## config.mk

```make
export PLATFORM = sky130hd
export DESIGN_NAME = fb_access_arbiter
export DESIGN_NICKNAME = d
export VERILOG_FILES = /design/src/rtl/fb_access_arbiter.sv
export SDC_FILE = /design/constraint.sdc
export NUM_CORES = 1
export LEC_CHECK = 0
export BUFFER_PORTS_ARGS = -buffer_cell sky130_fd_sc_hd__buf_2
export CORE_AREA = 8 8 162 164
export CTS_CLUSTER_SIZE = 12
export DETAILED_ROUTE_END_ITERATION = 12
export DIE_AREA = 0 0 170 172
export PLACE_DENSITY = 0.65
export SETUP_SLACK_MARGIN = 0.05
export SLEW_MARGIN = 25
export SYNTH_ARGS = -nofsm -noshare
export SYNTH_HDL_FRONTEND = slang
export SYNTH_SLANG_ARGS = --single-unit
```

## constraint.sdc

```tcl
create_clock -name clk -period 3.6 [get_ports clk]
set_clock_uncertainty 0.2 [all_clocks]
set_input_delay 0.18 -clock clk [delete_from_list [all_inputs] [get_ports clk]]
set_output_delay 0.18 -clock clk [all_outputs]
set_load 0.01 [all_outputs]
```

## src/rtl/fb_access_arbiter.sv

```systemverilog
// Shares one single-port frame-buffer BRAM between the camera writer and the VGA reader.
// VGA reads have priority; camera pixels are buffered in a small {addr,data} FIFO.
module fb_access_arbiter #(
    parameter int unsigned FRAME_PIXELS = 307200,
    parameter int unsigned ADDR_W       = 19,
    parameter int unsigned DATA_W       = 12,
    parameter int unsigned WFIFO_DEPTH  = 4,
    localparam int unsigned PTR_W       = $clog2(WFIFO_DEPTH),
    localparam int unsigned LVL_W       = PTR_W + 1
) (
    input  logic              clk,
    input  logic              rst_n,
    input  logic              cam_vsync,
    input  logic              cam_valid,
    input  logic [DATA_W-1:0] cam_data,
    input  logic              vga_vsync,
    input  logic              vga_req,
    output logic              vga_rd_valid,
    output logic [DATA_W-1:0] vga_rd_data,
    output logic              bram_en,
    output logic              bram_we,
    output logic [ADDR_W-1:0] bram_addr,
    output logic [DATA_W-1:0] bram_wdata,
    input  logic [DATA_W-1:0] bram_rdata,
    output logic              wr_overflow,
    output logic              rd_overrun,
    output logic [LVL_W-1:0]  fifo_level
);

    localparam logic [ADDR_W-1:0] LAST_ADDR = ADDR_W'(FRAME_PIXELS - 1);
    localparam logic [LVL_W-1:0]  FULL_LVL  = LVL_W'(WFIFO_DEPTH);

    logic [ADDR_W+DATA_W-1:0] mem_q [WFIFO_DEPTH];
    logic [PTR_W-1:0]         wptr_q, rptr_q;
    logic [LVL_W-1:0]         level_q;
    logic [ADDR_W-1:0]        wr_addr_q, rd_addr_q, pend_addr_q;
    logic                     pend_q;

    logic                     fifo_empty, fifo_full;
    logic [ADDR_W-1:0]        wr_tag, rd_tag, rd_sel_addr, pend_addr_d;
    logic                     grant_rd, grant_wr, pend_d, rd_accept;
    logic                     pop, bypass, push_ok, store, deq;
    logic [ADDR_W+DATA_W-1:0] head;

    assign fifo_empty = (level_q == '0);
    assign fifo_full  = (level_q == FULL_LVL);
    assign wr_tag     = cam_vsync ? '0 : wr_addr_q;
    assign rd_tag     = vga_vsync ? '0 : rd_addr_q;

    always_comb begin
        grant_rd    = 1'b0;
        grant_wr    = 1'b0;
        rd_sel_addr = rd_tag;
        pend_d      = pend_q;
        pend_addr_d = pend_addr_q;
        rd_accept   = 1'b0;
        if (pend_q) begin
            // Serving the deferred read; a new request takes its place in the pending slot.
            grant_rd    = 1'b1;
            rd_sel_addr = pend_addr_q;
            pend_d      = vga_req;
            pend_addr_d = rd_tag;
            rd_accept   = vga_req;
        end else if (fifo_full) begin
            grant_wr = 1'b1;
            if (vga_req) begin
                pend_d      = 1'b1;
                pend_addr_d = rd_tag;
                rd_accept   = 1'b1;
            end
        end else if (vga_req) begin
            grant_rd  = 1'b1;
            rd_accept = 1'b1;
        end else if (!fifo_empty || cam_valid) begin
            grant_wr = 1'b1;
        end
    end

    // An empty FIFO forwards the incoming pixel straight to the BRAM port.
    assign pop     = grant_wr;
    assign bypass  = pop && fifo_empty;
    assign push_ok = cam_valid && (!fifo_full || pop);
    assign store   = push_ok && !bypass;
    assign deq     = pop && !bypass;
    assign head    = bypass ? {wr_tag, cam_data} : mem_q[rptr_q];

    assign fifo_level  = level_q;
    assign vga_rd_data = vga_rd_valid ? bram_rdata : '0;

    always_ff @(posedge clk) begin
        if (store) mem_q[wptr_q] <= {wr_tag, cam_data};
    end

    always_ff @(posedge clk or negedge rst_n) begin
        if (!rst_n) begin
            wptr_q       <= '0;
            rptr_q       <= '0;
            level_q      <= '0;
            wr_addr_q    <= '0;
            rd_addr_q    <= '0;
            pend_q       <= 1'b0;
            pend_addr_q  <= '0;
            bram_en      <= 1'b0;
            bram_we      <= 1'b0;
            bram_addr    <= '0;
            bram_wdata   <= '0;
            vga_rd_valid <= 1'b0;
            wr_overflow  <= 1'b0;
            rd_overrun   <= 1'b0;
        end else begin
            if (store) wptr_q <= wptr_q + 1'b1;
            if (deq)   rptr_q <= rptr_q + 1'b1;
            level_q <= level_q + LVL_W'(store) - LVL_W'(deq);

            if (push_ok)        wr_addr_q <= (wr_tag == LAST_ADDR) ? '0 : wr_tag + 1'b1;
            else if (cam_vsync) wr_addr_q <= '0;
            if (rd_accept)      rd_addr_q <= (rd_tag == LAST_ADDR) ? '0 : rd_tag + 1'b1;
            else if (vga_vsync) rd_addr_q <= '0;

            pend_q      <= pend_d;
            pend_addr_q <= pend_addr_d;

            bram_en    <= grant_rd || grant_wr;
            bram_we    <= grant_wr;
            bram_addr  <= grant_wr ? head[ADDR_W+DATA_W-1:DATA_W] : rd_sel_addr;
            bram_wdata <= grant_wr ? head[DATA_W-1:0] : '0;

            vga_rd_valid <= bram_en && !bram_we;

            if (cam_valid && !push_ok) wr_overflow <= 1'b1;
            if (vga_req && !rd_accept) rd_overrun  <= 1'b1;
        end
    end

endmodule

```

* After elaboration in Yosys (flattened, before gate mapping)
Memories as Yosys holds them, arrays and structs flattened.
Cells that the tools add are included.
** Operators by class
- Add/sub/neg operators :: 6
- Multipliers :: 0
- Divide/modulo/power cells :: 0
- Magnitude comparators :: 0
- Equal/unequal tests :: 3
- Shift-type cells :: 0
- Muxes and demuxes :: 26
- Bitwise logic cells :: 0
- Reduce and logical (&&, ||, !) cells :: 20
** Operators with widths (count)
- 2-to-1 mux 19 bit :: 11
- adder 19 x 1 -> 19 bit (second input constant) :: 2
- == test 19 bit (second input constant) :: 2
- 2-to-1 mux 31 bit :: 1
- 2-to-1 mux 12 bit :: 2
- 2-to-1 mux 1 bit :: 12
- logical AND 1 bit :: 7
- zero test 1 bit :: 6
- adder 2 x 1 -> 2 bit (second input constant) :: 2
- nonzero test 2 bit :: 2
- adder 3 x 1 -> 3 bit :: 1
- == test 3 bit (second input constant) :: 1
- zero test 3 bit :: 1
- logical OR 1 bit :: 3
- subtractor 3 x 1 -> 3 bit :: 1
- AND reduction 2 bit :: 1
** Storage, ports and cells
- Flip-flop bits (word level) :: 101
- Latch bits :: 0
- Memory bits (writable) :: 124
- Bits in read-only memories :: 0
- Word-level logic and storage cells :: 70
- Memories :: 1
** Memory list
- mem_q :: depth 4, width 31, read ports 1, clocked after memory_dff 0, wr ports 1, RTL line 33 : logic [ADDR_W+DATA_W-1:0] mem_q [WFIFO_DEPTH];

* Depth between registers and ports, before layout
Gate-level depths: netlist of the first run.
- Word-level depth :: 12
- Mapped depth :: 12
- Depth with buffers taken out :: 10

* Worst setup path before layout of the first run
Ideal clock, no wire load.
- Path kind :: flip-flop to flip-flop
- Start point :: register level_q[0], in the netlist fifo_level[0]
- End point :: register level_q[2], in the netlist fifo_level[2]
- Arrival :: 2.426 ns
- Required time :: 3.277 ns
- Slack :: 0.851 ns
- Cell stages (with the launch flop) :: 10
- Period minus slack after synthesis :: 2.749 ns
- Cells stage by stage :: dfrtp_1 > or3_4 > and3b_1 > buf_1 > ha_1 > inv_1 > ha_1 > fa_1 > xnor2_1 > xnor2_1
** RTL lines
- from (decl) :: RTL line 35 : logic [LVL_W-1:0] level_q;
- from (signal assigned) :: RTL line 113 : level_q <= level_q + LVL_W'(store) - LVL_W'(deq);
- zero test 3 bit :: RTL line 45 : assign fifo_empty = (level_q == '0);
- zero test 1 bit :: RTL line 74 : end else if (!fifo_empty || cam_valid) begin
- logical OR 1 bit :: RTL line 74
- 2-to-1 mux 1 bit :: RTL line 74
- 2-to-1 mux 1 bit :: RTL line 71 : end else if (vga_req) begin
- 2-to-1 mux 1 bit :: RTL line 64 : end else if (fifo_full) begin
- 2-to-1 mux 1 bit :: RTL line 57 : if (pend_q) begin
- logical AND 1 bit :: RTL line 81 : assign bypass = pop && fifo_empty;
- zero test 1 bit :: RTL line 84 : assign deq = pop && !bypass;
- logical AND 1 bit * :: RTL line 84
- via deq :: RTL line 42 : logic pop, bypass, push_ok, store, deq;
- subtractor 3 x 1 -> 3 bit * :: RTL line 113
Mark *: on every way through the listed nets, which the timed path passes. The rest lies on a longest branch.
A chain may end at the register's enable or synchronous reset.

* Worst setup path in the final report of the first run
- Start point :: register level_q[0], in the netlist fifo_level[0]
- End point :: memory mem_q[3][0] (netlist bit), enable pin
** On the way
- Cells in the longest elaborated chain, start to end :: 12
** RTL lines
- zero test 3 bit :: RTL line 45
- zero test 1 bit :: RTL line 74
- logical OR 1 bit :: RTL line 74
- 2-to-1 mux 1 bit :: RTL line 74
- 2-to-1 mux 1 bit :: RTL line 71
- 2-to-1 mux 1 bit :: RTL line 64
- 2-to-1 mux 1 bit :: RTL line 57
- logical OR 1 bit or logical AND 1 bit (tied branches) :: RTL line 82, 81
- logical AND 1 bit or zero test 1 bit (tied branches) :: RTL line 82, 83
- logical AND 1 bit * :: RTL line 83 : assign store = push_ok && !bypass;
- 2-to-1 mux 1 bit * :: RTL line 91 : if (store) mem_q[wptr_q] <= {wr_tag, cam_data};
- 2-to-1 mux 1 bit (implied by the code) * :: RTL line 91
- to (decl) :: RTL line 33
Every way passes the cells marked *; elsewhere a longest branch is shown, timed or not.

==> results.py, run 1 <==
metrics = {
    "detailed_routing": {
        "vias": 5842,
        "ant_nets": 0,
        "drt-vias-per-instance": 5.31,
        "drc": 0,
        "totalWireLength_um": 20900,
        "wl_per_cell_um": 19.0,
        "drt-initial-drc-count": 643,
        "drtPass1Iterations": 6,
    },
    "pwr": {
        "peakVddDrop_v": 0.000343,
        "power_mw": 7.95,
        "power.density_mw_per_mm2": 717,
        "p_leak_nw": 4.30,
    },
    "placement": {
        "pre_cts_ws_ps": 609,
        "portBuffers": 79,
        "gp_congestion": 0.790,
        "dp_hpwl_um": 13900,
        "dp_cells": 1036,
        "dpl-instance-area_mm2": 0.0102,
    },
    "yosys": {
        "synth_cell_type_count": 58,
        "synth_edf_count": 124,
        "netlist_instances": 647,
        "synth_seq_cells": 224,
        "yosys.area.top_type_share_pct": 39.9,
        "syn_avg_cell_area_um2": 14.4,
        "synth_ff_type": "edfxtp_1",
        "ys_seq_area_share_pct": 66.7,
        "synth.area.top_cells": "edfxtp_1 40%, dfrtp_1 27%, mux4_2 7.5%",
        "synth_area_mm2": 0.00933,
        "ys_warn_count": 0,
        "yosys.area.top_type": "edfxtp_1",
        "synthArstFlopShare_pct": 44.6,
        "synthesis.nets": 686,
    },
    "clock_network": {
        "cts_num_sinks": 224,
        "post_cts_buffers": 0,
        "hold_buffers": 19,
        "clk_pin_slew_worst_paths_ps": 60,
        "clk_path_buf_depth": 3,
        "numCtsBuffers": 24,
        "cts_tree": "done",
        "clk_latency_ps": 510,
        "htreeDepth": 1,
        "root_buffer": "clkbuf_16",
        "ctsResizeCount": 0,
    },
    "sta": {
        "setup_viol": 0,
        "hold_violations": 0,
        "relSlewSlack_pct": 31.5,
        "worst_slew_pin_slew_ps": 1030,
        "whs_ps": 223,
        "max_freq_mhz": 332,
        "finalSetupTns_ps": 0,
        "rsz0062_at_grt": "no",
        "period_needed_ps": 3010,
        "maxSlewViolCount": 0,
        "timing.final.crit_share_pct": 83.6,
        "worst_slack_ps": 589,
    },
    "floorplan": {
        "die_h_um": 172,
        "die_area_mm2": 0.0292,
        "fp.coreArea_mm2": 0.0238,
        "core.rowCount": 57,
        "die_w_um": 170,
        "start_util_pct": 39.2,
        "design.portCount": 81,
    },
    "critical_path": {
        "critical_path_required_ps": 3600,
        "r2r_end": "mem_q[3][0]",
        "r2r_setup_slack_ps": 590,
        "r2r_start": "fifo_level[0]",
        "crit_chain": "nand4bb_1, buf_4, nand2_1, nor2_1, and2_1, buf_4",
        "end_kind": "flop",
        "crit_path_start_kind": "flop",
        "cp.arrival_ps": 3010,
        "cp_common_cell": "buf_4",
        "worstRegToRegCells": 6,
        "crit_start": "fifo_level[0]",
        "cp_max_fo": 19,
        "critical_path_class": "reg2reg",
        "slowest_delay_ps": 880,
        "slowest_stage": "and2_1",
        "cp-endpoint": "mem_q[3][0]",
    },
    "final_layout": {
        "n_antenna_cell": 0,
        "stdcell_count": 1100,
        "num-fill-cells": 2099,
        "finalNetCount": 797,
        "drive_gt1_share_pct": 22.4,
        "final_core_util_pct": 46.5,
        "area_delta_synth_final_pct": 18.8,
        "design_area_mm2": 0.0111,
    },
    "run_status": {
        "status": "complete, no violations",
    },
    "global_routing": {
        "grt_pass1_vias": 5961,
        "antenna_found_initial": 0,
        "grt_usage_pct": 14.6,
        "grt_pass1_wl_um": 33700,
        "grt-ovfl-total": 0,
        "grt_start_max_net_pins": 69,
    },
    "run": {
        "cap_violations": 0,
    },
    "worst_hold_path": {
        "hp-class": "reg2reg",
    },
}
-- cell families (layout without fill, tap and decap cells) --
| logic type | after synthesis | after routing | share of synthesized area [%] |
|---|---|---|---|
| mux | 35 | 35 | 7.94 |
| other cells | 1 | 1 | 0.0402 |
| fa+ha+maj | 9 | 9 | 1.29 |
| compound gates | 107 | 107 | 7.75 |
| simple gates | 196 | 196 | 11.8 |
| buf+inv | 51 | 180 | 2.25 |
| xor+xnor | 24 | 24 | 2.25 |
| flops | 224 | 224 | 66.7 |
-- layer usage --
metal	wire length (um)	share of wire (%)	vias to the layer above	GRT usage [%]
met2	9730	47	209	23.6
met3	1620	7.7	33	2.90
met4	492	2.4	0	4.39
met5	0	0	-	0
met1	9020	43	2910	19.7
li1	-	-	2690	-
-- layout by cell type, fill, tap and decap left out, types with 3 or more instances in the layout --
cell and n:
clkbuf_16 25, clkinv_2 4, and2_1 17, or3_1 7, buf_2 78, inv_1 18
clkbuf_1 10, nor2b_1 19, a22o_1 12, clkbuf_8 3, a21oi_1 11, a22oi_1 5
dfrtp_1 99, o21ai_1 5, nand2b_1 8, edfxtp_1 124, o221ai_1 7, clkinv_1 3
or4_1 8, nand4_1 6, ha_1 8, nor3_1 4, a222oi_1 7, xnor2_1 14
mux4_2 31, xor2_1 10, dlygate4sd3_1 19, buf_4 18, nand3b_1 3, and4b_1 3
o21ai_0 29, nand2_1 68, o22ai_1 14, o31ai_1 9, nor2_1 12, nor4_1 11
nand3_1 11
-- state kept, by name, summed over array words and instances, names as in the netlist, 2 cells and up --
name / flops
bram_wdata: 12
mem_q: 124
rptr_q: 2
pend_addr_q: 19
wr_addr_q: 19
wptr_q: 2
fifo_level: 3
rd_addr_q: 19
bram_addr: 19
-- layout make-up --
class	instances	area, um2	area share [%]
flip-flops and latches	224	6230	56.2
multi-input cells	372	2900	26.2
repair buffers	117	751	6.77
clock buffers	38	704	6.35
well taps	324	405	3.66
inverters	19	71.3	0.643
clock inverters	6	27.5	0.248
-- where the power goes --
group	total (mW)	switching [mW]	internal (mW)
clock	2.28	0.946	1.34
combinational	2.09	1.13	0.961
sequential	3.58	0.302	3.27
-- synth_stat cells (2+ instances only) --
master	number
a211oi_1	2
a21oi_1	12
a222oi_1	7
a22o_1	12
a22oi_1	5
and2_1	17
and3_1	2
and4_1	2
and4b_1	3
buf_1	3
buf_2	12
clkbuf_1	16
dfrtp_1	100
edfxtp_1	124
ha_1	8
inv_1	18
mux2_2	2
mux2i_1	2
mux4_2	31
nand2_1	68
nand2b_1	8
nand3_1	11
nand3b_1	3
nand4_1	6
nand4b_1	2
nand4bb_1	2
nor2_1	12
nor2b_1	19
nor3_1	4
nor4_1	11
o21ai_0	29
o21ai_1	5
o221ai_1	7
o22ai_1	14
o31ai_1	9
or2_2	2
or3_1	7
or4_1	8
xnor2_1	14
xor2_1	10
-- worst max-delay path, delay by kind of cell, from the launching register on --
family	cells	cell delay, ps
flops	1	480
simple gates	4	1550
buf+inv	2	470
-- worst min path at each step --
| stage | from | to | depth (start not counted) |
|---|---|---|---|
| 2_1_floorplan | rst_n | bram_addr[0] | 0 |
| 3_3_place_gp | rst_n | wr_addr_q[17] | 1 |
| 3_5_place_dp | rst_n | wr_addr_q[17] | 1 |
| 4_1_cts | bram_we | vga_rd_valid | 1 |
| 5_1_grt | bram_we | vga_rd_valid | 1 |
| 6_report | bram_we | vga_rd_valid | 1 |
No activity file was read; power rests on OpenSTA's default activity.
==> run 2: changes to the inputs <==
- PLACE_DENSITY: 0.65 -> 0.67
- clock period: 3.6 -> 2.66 ns (I/O delays scaled with it)
==> results.py, run 2 (synthesized netlist as in run 1, its figures left out) <==
metrics = {
    "global_routing": {
        "grt-ovfl-total": 0,
        "grt_start_max_net_pins": 68,
        "grt_pass1_vias": 6093,
        "antenna_found_initial": 0,
        "grt_usage_pct": 14.0,
        "grt_pass1_wl_um": 32800,
    },
    "clock_network": {
        "cts_num_sinks": 224,
        "clk_path_buf_depth": 3,
        "clk_latency_ps": 500,
        "numCtsBuffers": 24,
        "clk_pin_slew_worst_paths_ps": 60,
        "root_buffer": "clkbuf_16",
        "htreeDepth": 1,
        "cts_tree": "done",
    },
    "critical_path": {
        "cp_max_fo": 4,
        "crit_chain": "or3_4, nor4b_4, nor2_4, inv_2, ha_4, inv_2, ha_4, fa_2, xnor2_2, xnor2_1",
        "cp_top_family": "simple AND/OR/NAND/NOR gates",
        "cp.arrival_ps": 2780,
        "path_buf_inv": 2,
        "path_depth": 10,
        "slowest_stage": "dfrtp_2",
        "slowest_delay_ps": 420,
        "critical_path_class": "reg2reg",
        "crit_path_start_kind": "flop",
        "worstRegToRegCells": 10,
        "end_kind": "flop",
        "critical_path_required_ps": 2850,
    },
    "final_layout": {
        "stdcell_count": 1112,
        "regMostFlops": "mem_q",
        "final_cell_mix": "124 x edfxtp_1, 96 x dfrtp_1, 78 x buf_2, 68 x nand2_1, 31 x mux4_2",
        "largest_reg_flops": 124,
        "layout_commonest_cell": "edfxtp_1",
        "n_antenna_cell": 0,
        "finalNetCount": 809,
        "design_area_mm2": 0.0112,
        "area_delta_synth_final_pct": 20.2,
        "final_core_util_pct": 47.1,
        "drive_gt1_share_pct": 24.7,
    },
    "sta": {
        "relSlewSlack_pct": 56.6,
        "setup_viol": 0,
        "timing.final.crit_share_pct": 97.2,
        "rsz0062_at_grt": "yes",
        "maxSlewViolCount": 0,
        "max_freq_mhz": 387,
        "hold_violations": 0,
        "worst_slew_pin_slew_ps": 642,
        "period_needed_ps": 2590,
    },
    "placement": {
        "portBuffers": 79,
        "dp_hpwl_um": 13300,
        "gp_congestion": 0.797,
        "dpl-instance-area_mm2": 0.0102,
        "dp_cells": 1044,
    },
    "run_status": {
        "status": "complete, no violations",
    },
    "detailed_routing": {
        "drc": 0,
        "totalWireLength_um": 20400,
        "drt-initial-drc-count": 454,
        "drtPass1Iterations": 5,
        "wl_per_cell_um": 18.3,
        "ant_nets": 0,
        "vias": 5926,
        "drt-vias-per-instance": 5.33,
    },
    "pwr": {
        "p_leak_nw": 4.35,
        "peakVddDrop_v": 0.000440,
        "power_mw": 10.8,
        "power.density_mw_per_mm2": 963,
    },
    "worst_hold_path": {
        "hold_depth": 2,
        "hp-class": "in2reg",
    },
    "floorplan": {
        "fp.coreArea_mm2": 0.0238,
        "design.portCount": 81,
        "die_area_mm2": 0.0292,
        "start_util_pct": 39.2,
        "die_h_um": 172,
        "core.rowCount": 57,
        "die_w_um": 170,
    },
    "run": {
        "cap_violations": 0,
    },
}
[run 2: cell count changes in the layout (fill, tap and decap cells not counted), moves of 3 or more]
cell	previous run	this run
buf_4	18	30
dfrtp_1	99	96
clkbuf_1	10	14
dfrtp_2	1	4
clkbuf_8	3	0
[run 2: final timing paths]
path | start | endpoint | slack (ps)
min in group asynchronous | rst_n | rd_addr_q[6] | 490
setup reg to reg | fifo_level[1] | fifo_level[2] | 70
hold reg to reg | bram_we | vga_rd_valid | 260
setup / recovery | fifo_level[1] | fifo_level[2] | 70
max in group asynchronous | rst_n | rptr_q[0] | 1360
hold / removal | cam_data[8] | mem_q[0][8] | 200
[run 2: layout make-up]
cell class	count	area, um2
fillers	2101	12600
flip-flops and latches	224	6230
multi-input cells	372	2950
repair buffers	129	856
clock buffers	39	678
well taps	324	405
inverters	19	71.3
clock inverters	5	30.0
[run 2: per-layer routing]
| layer | track usage (%) | up-vias | wire (um) |
|---|---|---|---|
| met2 | 23.7 | 178 | 9910 |
| met4 | 4.35 | 0 | 442 |
| met5 | 0 | - | 0 |
| met3 | 2.28 | 38 | 1280 |
| li1 | - | 2708 | - |
| met1 | 18.3 | 3002 | 8760 |
[run 2: metrics by stage]
stage	setup TNS, ps	worst slack (ps)	hold WS, ps
2_1_floorplan	0	48.3	-363
3_3_place_gp	0	115	-81.8
3_5_place_dp	0	81.4	-84.5
4_1_cts	0	64.1	189
5_1_grt	-38.6	-38.6	204
6_report	0	73.2	196
[run 2: repair_timing]
| action | in CTS | in global routing |
|---|---|---|
| buffers inserted | 0 | 5 |
| endpoints found under the setup margin | 0 | 1 |
| hold buffers | 19 | 0 |
| endpoints found under the hold margin | 185 | 0 |
| resized for setup | 0 | 7 |
[run 2: report_power, final]
part | switching (mW) | internal (mW) | total, mW
Combinational | 1.72 | 1.42 | 3.14
Clock | 1.25 | 1.74 | 3.00
Sequential | 0.224 | 4.44 | 4.66
Total | 3.20 | 7.61 | 10.8
